### src/rtl/button_pio_pkg.sv
// ----------------------------------------------------------------------------
// button_pio_pkg
// Shared definitions for the debounced button PIO: bus widths and the
// word addresses of the register map.
// ----------------------------------------------------------------------------
package button_pio_pkg;

    localparam int ADDR_W = 3;
    localparam int DATA_W = 32;

    localparam logic [ADDR_W-1:0] ADDR_DB      = 3'd0;  // debounced inputs, RO
    localparam logic [ADDR_W-1:0] ADDR_SYNC    = 3'd1;  // synchronised raw inputs, RO
    localparam logic [ADDR_W-1:0] ADDR_IRQ_MSK = 3'd2;  // interrupt mask, RW
    localparam logic [ADDR_W-1:0] ADDR_EDGE    = 3'd3;  // edge capture, RW1C
    localparam logic [ADDR_W-1:0] ADDR_RISE_EN = 3'd4;  // rising-edge capture enable, RW
    localparam logic [ADDR_W-1:0] ADDR_FALL_EN = 3'd5;  // falling-edge capture enable, RW

endpackage

### src/rtl/button_debounce.sv
// ----------------------------------------------------------------------------
// button_debounce
// One-bit synchroniser followed by a stability counter. The debounced output
// only follows the synchronised input after it has disagreed for DB_CYCLES
// consecutive clocks.
//
// Ports
//   clk      : clock
//   reset_n  : asynchronous active-low reset
//   din      : raw asynchronous input
//   sync_o   : synchronised input (last synchroniser stage)
//   db_o     : debounced output
// ----------------------------------------------------------------------------
module button_debounce #(
    parameter int   DB_CYCLES   = 50000,
    parameter int   SYNC_STAGES = 2,
    parameter logic IDLE_BIT    = 1'b1
) (
    input  logic clk,
    input  logic reset_n,
    input  logic din,
    output logic sync_o,
    output logic db_o
);

    localparam int                CNT_W  = $clog2(DB_CYCLES + 1);
    localparam logic [CNT_W-1:0]  CNT_TC = CNT_W'(DB_CYCLES - 1);

    logic [SYNC_STAGES-1:0] sync_q, sync_d;
    logic                   db_q, db_d;
    logic [CNT_W-1:0]       cnt_q, cnt_d;

    assign sync_o = sync_q[SYNC_STAGES-1];
    assign db_o   = db_q;

    always_comb begin
        sync_d = {sync_q[SYNC_STAGES-2:0], din};
        db_d   = db_q;
        cnt_d  = cnt_q;
        if (sync_o == db_q) begin
            cnt_d = '0;
        end else if (cnt_q == CNT_TC) begin
            // disagreement has lasted DB_CYCLES clocks: accept the new level
            db_d  = sync_o;
            cnt_d = '0;
        end else begin
            cnt_d = cnt_q + CNT_W'(1);
        end
    end

    always_ff @(posedge clk or negedge reset_n) begin
        if (!reset_n) begin
            sync_q <= {SYNC_STAGES{IDLE_BIT}};
            db_q   <= IDLE_BIT;
            cnt_q  <= '0;
        end else begin
            sync_q <= sync_d;
            db_q   <= db_d;
            cnt_q  <= cnt_d;
        end
    end

endmodule

### src/rtl/button_pio_db.sv
// ----------------------------------------------------------------------------
// button_pio_db
// Debounced button PIO with edge capture and a level interrupt, exposed
// through a small memory-mapped register file.
//
// Ports
//   clk        : clock
//   reset_n    : asynchronous active-low reset
//   address    : word address
//   chipselect : slave select
//   write_n    : active-low write strobe
//   writedata  : write data
//   in_port    : raw asynchronous button inputs
//   readdata   : registered read data (one-cycle latency)
//   irq        : level interrupt, OR of captured edges under the mask
// ----------------------------------------------------------------------------
module button_pio_db
    import button_pio_pkg::*;
#(
    parameter int               WIDTH       = 4,
    parameter int               DB_CYCLES   = 50000,
    parameter int               SYNC_STAGES = 2,
    parameter logic [WIDTH-1:0] IDLE_LEVEL  = {WIDTH{1'b1}}
) (
    input  logic              clk,
    input  logic              reset_n,
    input  logic [ADDR_W-1:0] address,
    input  logic              chipselect,
    input  logic              write_n,
    input  logic [DATA_W-1:0] writedata,
    input  logic [WIDTH-1:0]  in_port,
    output logic [DATA_W-1:0] readdata,
    output logic              irq
);

    logic [WIDTH-1:0]  sync_w, db_w;
    logic [WIDTH-1:0]  db_prev_q, db_prev_d;
    logic [WIDTH-1:0]  irq_mask_q, irq_mask_d;
    logic [WIDTH-1:0]  edge_q, edge_d;
    logic [WIDTH-1:0]  rise_en_q, rise_en_d;
    logic [WIDTH-1:0]  fall_en_q, fall_en_d;
    logic [DATA_W-1:0] readdata_q, readdata_d;
    logic [WIDTH-1:0]  rise, fall;
    logic              wr_en;
    logic              unused_wdata;

    // Only the low WIDTH bits of writedata are stored.
    assign unused_wdata = ^writedata;

    for (genvar i = 0; i < WIDTH; i++) begin : g_bit
        button_debounce #(
            .DB_CYCLES   (DB_CYCLES),
            .SYNC_STAGES (SYNC_STAGES),
            .IDLE_BIT    (IDLE_LEVEL[i])
        ) u_debounce (
            .clk     (clk),
            .reset_n (reset_n),
            .din     (in_port[i]),
            .sync_o  (sync_w[i]),
            .db_o    (db_w[i])
        );
    end

    assign wr_en = chipselect & ~write_n;
    assign rise  = db_w & ~db_prev_q;
    assign fall  = ~db_w & db_prev_q;

    always_comb begin
        db_prev_d  = db_w;
        irq_mask_d = irq_mask_q;
        rise_en_d  = rise_en_q;
        fall_en_d  = fall_en_q;
        edge_d     = edge_q;

        if (wr_en) begin
            case (address)
                ADDR_IRQ_MSK: irq_mask_d = writedata[WIDTH-1:0];
                ADDR_RISE_EN: rise_en_d  = writedata[WIDTH-1:0];
                ADDR_FALL_EN: fall_en_d  = writedata[WIDTH-1:0];
                ADDR_EDGE:    edge_d     = edge_q & ~writedata[WIDTH-1:0];
                default:      ;
            endcase
        end
        // Set is applied after the clear so a new edge is never lost.
        edge_d = edge_d | (rise & rise_en_q) | (fall & fall_en_q);

        // Read mux uses current register values, so a read that coincides
        // with a clear returns the pre-clear edge_capture.
        readdata_d = '0;
        case (address)
            ADDR_DB:      readdata_d[WIDTH-1:0] = db_w;
            ADDR_SYNC:    readdata_d[WIDTH-1:0] = sync_w;
            ADDR_IRQ_MSK: readdata_d[WIDTH-1:0] = irq_mask_q;
            ADDR_EDGE:    readdata_d[WIDTH-1:0] = edge_q;
            ADDR_RISE_EN: readdata_d[WIDTH-1:0] = rise_en_q;
            ADDR_FALL_EN: readdata_d[WIDTH-1:0] = fall_en_q;
            default:      readdata_d = '0;
        endcase
    end

    always_ff @(posedge clk or negedge reset_n) begin
        if (!reset_n) begin
            db_prev_q  <= IDLE_LEVEL;
            irq_mask_q <= '0;
            edge_q     <= '0;
            rise_en_q  <= '0;
            fall_en_q  <= '1;
            readdata_q <= '0;
        end else begin
            db_prev_q  <= db_prev_d;
            irq_mask_q <= irq_mask_d;
            edge_q     <= edge_d;
            rise_en_q  <= rise_en_d;
            fall_en_q  <= fall_en_d;
            readdata_q <= readdata_d;
        end
    end

    assign readdata = readdata_q;
    assign irq      = |(edge_q & irq_mask_q);

endmodule
### config.mk
export PLATFORM = sky130hd
export DESIGN_NAME = button_pio_db
export DESIGN_NICKNAME = d
export VERILOG_FILES = /design/src/rtl/button_pio_pkg.sv /design/src/rtl/button_debounce.sv /design/src/rtl/button_pio_db.sv
export SDC_FILE = /design/constraint.sdc
export NUM_CORES = 1
export LEC_CHECK = 0
export CAP_MARGIN = 0
export CELL_PAD_IN_SITES_DETAIL_PLACEMENT = 0
export CELL_PAD_IN_SITES_GLOBAL_PLACEMENT = 2
export CORE_ASPECT_RATIO = 1.5
export CORE_MARGIN = 3
export CORE_UTILIZATION = 35
export DETAILED_ROUTE_END_ITERATION = 8
export PLACE_DENSITY_LB_ADDON = 0.2
export SETUP_SLACK_MARGIN = 0.4
export SLEW_MARGIN = 20
export SYNTH_ARGS = -nofsm -noshare
export SYNTH_HDL_FRONTEND = slang
export SYNTH_SLANG_ARGS = --single-unit
### constraint.sdc
create_clock -name clk -period 2.06 [get_ports clk]
set_clock_uncertainty 0.1 [all_clocks]
set_input_delay 0.412 -clock clk [delete_from_list [all_inputs] [get_ports clk]]
set_output_delay 0.412 -clock clk [all_outputs]
set_load 0.005 [all_outputs]
==> results.md, run 1 <==
- DR WL/cell: 15.1 um
- Post-synth cell types: 37
- Ys flop type: dfrtp_1
- Crit Path Category: flip-flop to flip-flop
- Status: complete, no violations
- H-tree Lvls: 3
- # diodes: 0
- Dpl ws: -71.5 ps
- Endpoints failing hold: 0
- Seq/Total Area, Yosys: 51.2%
- CP endpoint kind: flip-flop
- Share of layout cells above drive strength 1: 33.2%
- Final setup vio count: 0
- Drt pass-1 iters: 4
- Hpwl dp: 7340 um
- Crit path max fanout: 8
- Die area: 15600 um2
- Post-synth ARST share: 100%
- Post-route ant nets: 0
- Area grow syn2layout: 27.8%
- Syn Area/Cell: 10.5 um2
- Leak Pwr: 2.51 nW
- Gr ovfl total: 0
- Top-area cell type share of the netlist area: 40.5%
- Die X: 103 um
- Hold Path Depth: 0
- Post-synth EDFFs: 0
- #FFs+latches synth: 100
- First-pass GRT wire length: 17800 um
- Largest net degree at the start of global routing: 37
- Vias in the first global route: 3688
- Unrepaired setup endpoints after global routing: true
- Worst hold path type: flip-flop to flip-flop
- Initial detailed-routing violation count: 85
- Final net count: 588
- Die H: 152 um
- Netlist Area Pre-Place: 4940 um2
- P per Cell Area: 684 nW/um2
- Drt total wl: 10700 um
- Worst reg2reg setup slack: 340 ps
- RePlAce Congestion: 0.794
- Dominant cell type by area after synthesis: dfrtp_1
- Root Driver: clkbuf_16
- Startpoint types: flip-flop
- Clk slew on worst S/H paths: 70 ps
- Max Slew Vio Count: 0
- Synth top area cells: dfrtp_1 41%, dfstp_2 11%, xnor2_1 8.5%
- Critical Path AT: 1840 ps
- Max Root-Sink Buffers: 2
- Worst Path Required: 2180 ps
- Via density: 5.02
- Worst R2R Path Depth: 4
- Tmin final: 1720 ps
- Vias: 3554
- Total track usage: 14.5%
- Worst-Skew Late Latency: 340 ps
- Synth cell count leaders: 80 x dfrtp_1, 79 x nor2_1, 48 x xnor2_1
- I/O Buffers: 19
- Max_cap viols: 0
- # clock sinks: 100
- CTS Buf Count: 9
- Area of the core: 13700 um2
- Initial Util: 36.2%
- Row count: 52
- Total power: 4.32 mW
- Synth warn: 0
- Tcrit/Tclk final: 83.4%
- Most frequent cell after synthesis: dfrtp_1
- F_max: 582 MHz
- WHS: 255 ps
- CTS tree: yes
- Post-route DRC: 0
- Initial antenna violation count: 0
- Final worst slack: 341 ps
- Worst IR drop on VDD: 0.437 mV
- Post-Syn Instances: 470
- Boundary Pins: 76
## metal layers
layer | global-route usage [%] | up-vias | part of all wire [%] | wire, um
li1 | - | 1714 | - | -
met1 | 16.9 | 1786 | 40 | 4290
met5 | 0 | - | 0 | 0
met3 | 2.79 | 14 | 2.7 | 283
met4 | 5.57 | 0 | 1.6 | 173
met2 | 26.0 | 40 | 55 | 5920
## sequential cells by signal, summed over array words and instances, names as in the netlist
name / flops
fall_en_q: 4
rise_en_q: 4
irq_mask_q: 4
g_bit.u_debounce.db_o: 4
readdata: 4
g_bit.u_debounce.cnt_q: 64
edge_q: 4
g_bit.u_debounce.sync_q: 8
db_prev_q: 4
## path summary, 6_finish.rpt
check | startpoint | endpoint
setup / recovery | g_bit[1].u_debounce.cnt_q[10] | g_bit[1].u_debounce.cnt_q[4]
hold / removal | g_bit[3].u_debounce.sync_q[0] | g_bit[3].u_debounce.sync_q[1]
setup reg to reg | g_bit[1].u_debounce.cnt_q[10] | g_bit[1].u_debounce.cnt_q[4]
hold reg to reg | g_bit[3].u_debounce.sync_q[0] | g_bit[3].u_debounce.sync_q[1]
max in group asynchronous | reset_n | g_bit[1].u_debounce.sync_q[1]
min in group asynchronous | reset_n | g_bit[0].u_debounce.cnt_q[13]
## per-stage QoR
step / TNS [ps] / utilization (%) / std cells / cell area, um2
floorplan: 0 / - / 497 / 5050
global placement: -585 / 39.3 / 664 / 5380
detailed placement: -806 / 39.3 / 664 / 5380
CTS: 0 / 43.9 / 701 / 6000
global route: 0 / 46.2 / 708 / 6310
finish: 0 / 46.2 / 708 / 6310
## cell type report
type | count | area (um2)
clock buffer | 12 | 236
clock inverter | 4 | 73.8
fill | 1303 | 7350
inverter | 14 | 52.6
multi-input combinational | 347 | 2600
sequential | 100 | 2540
tap | 162 | 203
timing repair buffer | 69 | 613
## timing repair
| item | 4_1_cts | 5_1_grt |
|---|---|---|
| hold endpoints to repair | 23 | 0 |
| pin swaps | 16 | 22 |
| gates cloned | 0 | 1 |
| gates resized for setup | 44 | 65 |
| buffers inserted | 20 | 6 |
| setup endpoints to repair | 80 | 77 |
| hold buffers | 1 | 0 |
## placed cells by master, fill, tap and decap left out, types with 8 or more instances in the layout
cell type,n
nor2_4,13
clkbuf_16,9
inv_1,14
nor2_1,54
xor2_1,11
xnor2_1,48
nor3_1,11
nor4_1,8
dfstp_2,20
nand2_1,31
conb_1,28
nand4_1,21
buf_4,41
clkdlybuf4s50_1,11
dfrtp_1,73
mux2_2,19
nor2_2,12
nand3_1,17
## power breakdown
| part | switching (mW) | total (mW) | internal [mW] |
|---|---|---|---|
| Sequential | 0.0739 | 2.15 | 2.08 |
| Clock | 0.719 | 1.79 | 1.07 |
| Combinational | 0.186 | 0.382 | 0.196 |
| Total | 0.978 | 4.32 | 3.34 |
## worst max-delay path: stages (launching register included)
cell and delay [ps]:
dfrtp_1 390, or3_4 430, o41ai_4 390, buf_6 240, nor2_4 40
## cell families (layout without fill, tap and decap cells)
group	Yosys count	count (layout)	share of synthesized area, %
buffers and inverters	50	99	6.43
other	1	28	0.0759
XOR/XNOR	59	59	10.5
multiplexers	25	25	6.08
AO/OA/AOI/OAI	22	22	4.10
adder cells (fa/ha/maj)	4	4	1.01
AND/OR/NAND/NOR	209	209	20.7
flip-flops	100	100	51.2
No activity file was read; power rests on OpenSTA's default activity.
==> run 2: changes to the inputs <==
==> constraint.sdc (replaced) <==
create_clock -name clk -period 1.6 [get_ports clk]
set_clock_uncertainty 0.1 [all_clocks]
set_input_delay 0.32 -clock clk [delete_from_list [all_inputs] [get_ports clk]]
set_output_delay 0.32 -clock clk [all_outputs]
set_load 0.005 [all_outputs]
==> results.md, run 2 (synthesis gave the netlist of run 1 again) <==
- Post-Route Utilization: 50.3% (+4.1 points)
- Multi-input logic area: 2670 um2 (+2.6%)
- CTS tree: yes
- Storage cell area: 2530 um2 (-0.25%)
- Top cell by count, worst path: buf_6
- Fill count: 1298 (-0.38%)
- F_max: 571 MHz (-1.8%)
- Crit Path Category: flip-flop to flip-flop
- Setup_tns: -3960 ps (-3960 ps)
- Root Driver: clkbuf_16
- Drt pass-1 iters: 4 (unchanged)
- Drt total wl: 11200 um (+5.1%)
- Tcrit/Tclk final: 109% (+26 points)
- Largest register by flop count: g_bit.u_debounce.cnt_q
- Share of layout cells above drive strength 1: 43.9% (+11 points)
- DR WL/cell: 14.7 um (-2.6%)
- Hold Path Depth: 0 (unchanged)
- Crit path depth: 5 (+1)
- Hpwl dp: 7710 um (+5.0%)
- Largest regs: g_bit.u_debounce.cnt_q x64, g_bit.u_debounce.sync_q x8
- Unrepaired setup endpoints after global routing: true
- CTS Buf Count: 9 (unchanged)
- GR peak layer: met2
- Clk slew on worst S/H paths: 70 ps (about the same)
- Initial detailed-routing violation count: 81 (-4.7%)
- CP max stage cell: or3_4
- Critical Path AT: 1880 ps (+40 ps)
- CP endpoint kind: flip-flop
- Endpoints failing hold: 0 (unchanged)
- Worst R2R Path Depth: 5 (+1)
- Cell family with most CP delay: simple AND/OR/NAND/NOR gates
- Worst Path Required: 1730 ps (-450 ps)
- Max Slew Vio Count: 0 (unchanged)
- Tmin final: 1750 ps (+32.2 ps)
- Max FFs per register: 64 (unchanged)
- Vias: 3718 (+4.6%)
- Initial antenna violation count: 0 (unchanged)
- # placed instances: 716 (+7.8%)
- Initial Util: 36.2% (unchanged)
- Worst hold path type: flip-flop to flip-flop
- Worst IR drop on VDD: 0.451 mV (+3.4%)
- Die X: 103 um (unchanged)
- Leak Pwr: 2.83 nW (+13%)
- GR met2 Demand/Resource: 27.5% (+1.5 points)
- Gr ovfl total: 0 (unchanged)
- I/O Buffers: 19 (unchanged)
- Startpoint types: flip-flop
- Post-route DRC: 0 (unchanged)
- Met3 GRT Util: 2.29% (-0.50 points)
- WHS: 257 ps (+2.05 ps)
- Violations in the final reports: negative setup slack
- Die H: 152 um (unchanged)
- RePlAce Congestion: 0.804 (+1.2%)
- Max Root-Sink Buffers: 2 (unchanged)
- Post-layout instance area: 6880 um2 (+8.9%)
- Total track usage: 15.0% (+0.43 points)
- # diodes: 0 (unchanged)
- Area of the core: 13700 um2 (unchanged)
- Area grow syn2layout: 39.2%
- Boundary Pins: 76 (unchanged)
- Vias in the first global route: 3835 (+4.0%)
- Global Route met1 Usage: 17.4% (+0.45 points)
- Final net count: 644 (+9.5%)
- First-pass GRT wire length: 18300 um (+3.2%)
- Status: complete, but fails checks
- Crit path buf inv count: 2 (+1)
- Post-route ant nets: 0 (unchanged)
- Max incr delay on CP: 410 ps (-20 ps)
- Most frequent cells in the layout: 81 x buf_4, 78 x dfrtp_1, 47 x xnor2_1, 34 x nor2_1, 29 x nand2_1
- Final std cells w/o fill: 764 (+7.9%)
- Total power: 5.70 mW (+32%)
- Dpl cell area: 5890 um2 (+9.6%)
- P per Cell Area: 829 nW/um2 (+21%)
- Max_cap viols: 0 (unchanged)
- Crit path max fanout: 9 (+1)
- Largest net degree at the start of global routing: 40 (+8.1%)
- Final worst slack: -151 ps (-492 ps)
- Row count: 52 (unchanged)
- # clock sinks: 100 (unchanged)
- Worst-Skew Late Latency: 340 ps (about the same)
- Final setup vio count: 50 (+50)
- CP cell instances: or3_4 -> buf_6 -> o41ai_4 -> buf_6 -> nor2_1
- Dpl ws: -330 ps (-259 ps)
- Die area: 15600 um2 (unchanged)
- H-tree Lvls: 3 (unchanged)
- Most common cell after layout, fill and taps aside: buf_4
- Via density: 4.87 (-3.1%)
[run 2: power by group]
part | internal (mW) | switching, mW | leakage, nW
clock network | 1.27 | 0.999 | 0.145
registers | 2.67 | 0.0924 | 1.30
logic | 0.378 | 0.291 | 1.39
[run 2: worst reg2reg max path, cell delays in order (launching register included)]
cell     delay, ps
dfrtp_1        380
or3_4          410
buf_6          130
o41ai_4        380
buf_6          190
nor2_1          50
[run 2: layout make-up]
type / instances / share of cell area (%)
Tap cell: 162 / 2.95
Sequential cell: 100 / 36.8
Inverter: 14 / 0.764
Clock inverter: 6 / 1.04
Timing Repair Buffer: 125 / 16.2
Clock buffer: 10 / 3.48
Multi-Input combinational cell: 347 / 38.8
[run 2: final timing paths]
path	start	to	slack [ps]
setup / recovery	g_bit[1].u_debounce.cnt_q[7]	g_bit[1].u_debounce.cnt_q[12]	-150
hold / removal	g_bit[1].u_debounce.sync_q[0]	g_bit[1].u_debounce.sync_q[1]	260
setup reg to reg	g_bit[1].u_debounce.cnt_q[7]	g_bit[1].u_debounce.cnt_q[12]	-150
hold reg to reg	g_bit[1].u_debounce.sync_q[0]	g_bit[1].u_debounce.sync_q[1]	260
max in group asynchronous	reset_n	g_bit[2].u_debounce.sync_q[0]	540
min in group asynchronous	reset_n	g_bit[0].u_debounce.cnt_q[2]	290
[run 2: timing repair]
action                                 CTS  global route
pin swaps                               29            11
buffers inserted                        16            14
setup endpoints to repair               93            90
hold buffers                             1             0
cloned                                   1             0
resized for setup                       91            63
endpoints found under the hold margin   14             0
[run 2: metal layers]
layer  routed length, um  vias up
met5                   0        -
met4                 155        0
met3                 237       11
met2                6240       44
met1                4570     1840
li1                    -     1823
==> run 3: changes to the inputs <==
--- a/config.mk
+++ b/config.mk
@@ -5,6 +5,7 @@
 export SDC_FILE = /design/constraint.sdc
 export NUM_CORES = 1
 export LEC_CHECK = 0
+export ABC_CLOCK_PERIOD_IN_PS = 1600
 export CAP_MARGIN = 0
 export CELL_PAD_IN_SITES_DETAIL_PLACEMENT = 0
 export CELL_PAD_IN_SITES_GLOBAL_PLACEMENT = 2
@@ -12,6 +13,7 @@
 export CORE_MARGIN = 3
 export CORE_UTILIZATION = 35
 export DETAILED_ROUTE_END_ITERATION = 8
+export MAX_ROUTING_LAYER = met4
 export PLACE_DENSITY_LB_ADDON = 0.2
 export SETUP_SLACK_MARGIN = 0.4
 export SLEW_MARGIN = 20
==> results.md, run 3 (synthesis gave the netlist of run 1 again) <==
- DR WL/cell: 14.7 um (+0.43%)
- P per Cell Area: 830 nW/um2 (+0.10%)
- Die X: 103 um (unchanged)
- Worst-Skew Late Latency: 340 ps (about the same)
- CP startpoint: g_bit[1].u_debounce.cnt_q[7]
- Area of the core: 13700 um2 (unchanged)
- Worst Path Required: 1730 ps (about the same)
- Drt total wl: 11200 um (+0.30%)
- Crit Path Category: flip-flop to flip-flop
- Root Driver: clkbuf_16
- Post-route DRC: 0 (unchanged)
- Initial detailed-routing violation count: 77 (-4.9%)
- Storage cell area: 2530 um2 (unchanged)
- CTS Buf Count: 9 (unchanged)
- Total track usage: 15.4% (+0.41 points)
- Unrepaired setup endpoints after global routing: true
- Vias in the first global route: 3840 (+0.13%)
- I/O Buffers: 19 (unchanged)
- Boundary Pins: 76 (unchanged)
- Final worst slack: -158 ps (-6.35 ps)
- Clk slew on worst S/H paths: 70 ps (about the same)
- Max FFs per register: 64 (unchanged)
- Largest register by flop count: g_bit.u_debounce.cnt_q
- Die H: 152 um (unchanged)
- Worst hold path type: flip-flop to flip-flop
- Final std cells w/o fill: 763 (-0.13%)
- H-tree Lvls: 3 (unchanged)
- Final net count: 643 (-0.16%)
- Max_cap viols: 0 (unchanged)
- Row count: 52 (unchanged)
- Most frequent cells in the layout: 81 x buf_4, 78 x dfrtp_1, 47 x xnor2_1, 35 x nor2_1, 29 x nand2_1
- Share of layout cells above drive strength 1: 43.6% (-0.26 points)
- Worst R2R Path Depth: 5 (unchanged)
- Area grow syn2layout: 38.8%
- Tcrit/Tclk final: 110% (+0.40 points)
- Leak Pwr: 2.83 nW (-0.25%)
- F_max: 569 MHz (-0.36%)
- Drt pass-1 iters: 5 (+1)
- R2R Path Start: g_bit[1].u_debounce.cnt_q[7]
- Dpl cell area: 5890 um2 (unchanged)
- Endpoints failing hold: 0 (unchanged)
- CP endpoint: g_bit[1].u_debounce.cnt_q[3]
- Initial Util: 36.2% (unchanged)
- Largest net degree at the start of global routing: 40 (unchanged)
- Post-route ant nets: 0 (unchanged)
- FF-to-FF End: g_bit[1].u_debounce.cnt_q[3]
- CP endpoint kind: flip-flop
- Gr ovfl total: 0 (unchanged)
- Initial antenna violation count: 0 (unchanged)
- # clock sinks: 100 (unchanged)
- Violations in the final reports: negative setup slack
- # placed instances: 716 (unchanged)
- Status: complete, but fails checks
- Dpl ws: -330 ps (unchanged)
- Worst reg2reg setup slack: -160 ps (about the same)
- Multi-input logic area: 2660 um2 (-0.28%)
- Tmin final: 1760 ps (+6.35 ps)
- Worst IR drop on VDD: 0.451 mV (about the same)
- Largest regs: g_bit.u_debounce.cnt_q x64, g_bit.u_debounce.sync_q x8
- Max Slew Vio Count: 0 (unchanged)
- Vias: 3732 (+0.38%)
- First-pass GRT wire length: 18300 um (-0.11%)
- Most common cell after layout, fill and taps aside: buf_4
- Post-layout instance area: 6860 um2 (-0.27%)
- Fill count: 1297 (-0.077%)
- CTS tree: yes
- Final setup vio count: 50 (unchanged)
- Hpwl dp: 7710 um (unchanged)
- # diodes: 0 (unchanged)
- Total power: 5.69 mW (-0.17%)
- Die area: 15600 um2 (unchanged)
- Via density: 4.89 (+0.51%)
- Crit path max fanout: 7 (-2)
- Critical Path AT: 1890 ps (about the same)
- RePlAce Congestion: 0.815 (+1.4%)
- Startpoint types: flip-flop
- Max Root-Sink Buffers: 2 (unchanged)
[run 3: cell type report]
class                      count  share of cell area (%)
clock inverter                 6                    1.04
clock buffer                  10                    3.49
tap                          162                    2.96
sequential                   100                    36.9
multi-input combinational    347                    38.8
timing repair buffer         124                    16.0
inverter                      14                   0.766
[run 3: through the flow]
step	hold WS [ps]	utilization (%)	TNS [ps]
finish	257	50.2	-3890
global route	257	50.2	-10360
CTS	257	47.8	-3990
detailed placement	124	43.1	-11280
global placement	124	43.1	-10330
floorplan	-75.6	-	-2560
[run 3: where the power goes]
group | leakage (nW) | total [mW] | switching, mW | internal, mW
registers | 1.30 | 2.76 | 0.0934 | 2.67
logic | 1.38 | 0.657 | 0.288 | 0.369
clock network | 0.145 | 2.27 | 1.00 | 1.27
[run 3: what timing repair did]
item                                   CTS  global route
buffers inserted                        16            13
gates resized for setup                 91            60
hold buffers                             1             0
pin swaps                               29            10
setup endpoints to repair               93            90
cloned                                   1             0
endpoints found under the hold margin   14             0
[run 3: worst min-delay path by stage]
| stage | startpoint | endpoint | cells after the start |
|---|---|---|---|
| floorplan | reset_n | edge_q[0] | 0 |
| global placement | reset_n | g_bit[0].u_debounce.cnt_q[4] | 1 |
| detailed placement | reset_n | g_bit[0].u_debounce.cnt_q[2] | 1 |
| CTS | g_bit[1].u_debounce.sync_q[0] | g_bit[1].u_debounce.sync_q[1] | 0 |
| global route | g_bit[3].u_debounce.sync_q[0] | g_bit[3].u_debounce.sync_q[1] | 0 |
| finish | g_bit[1].u_debounce.sync_q[0] | g_bit[1].u_debounce.sync_q[1] | 0 |
[run 3: routing by layer]
layer	share of wire (%)	wire, um	vias to the layer above	track usage, %
met5	0	0	-	-
met4	1.5	174	0	5.18
met3	2.0	228	18	2.20
met2	55	6230	49	27.4
met1	41	4600	1846	17.4
li1	-	-	1819	-
[run 3: worst max-delay path, cell delays in order (launching register included)]
cell and delay [ps]:
dfrtp_1 380, or3_4 410, buf_6 130, o41ai_4 360, buf_4 220, nor2_1 50
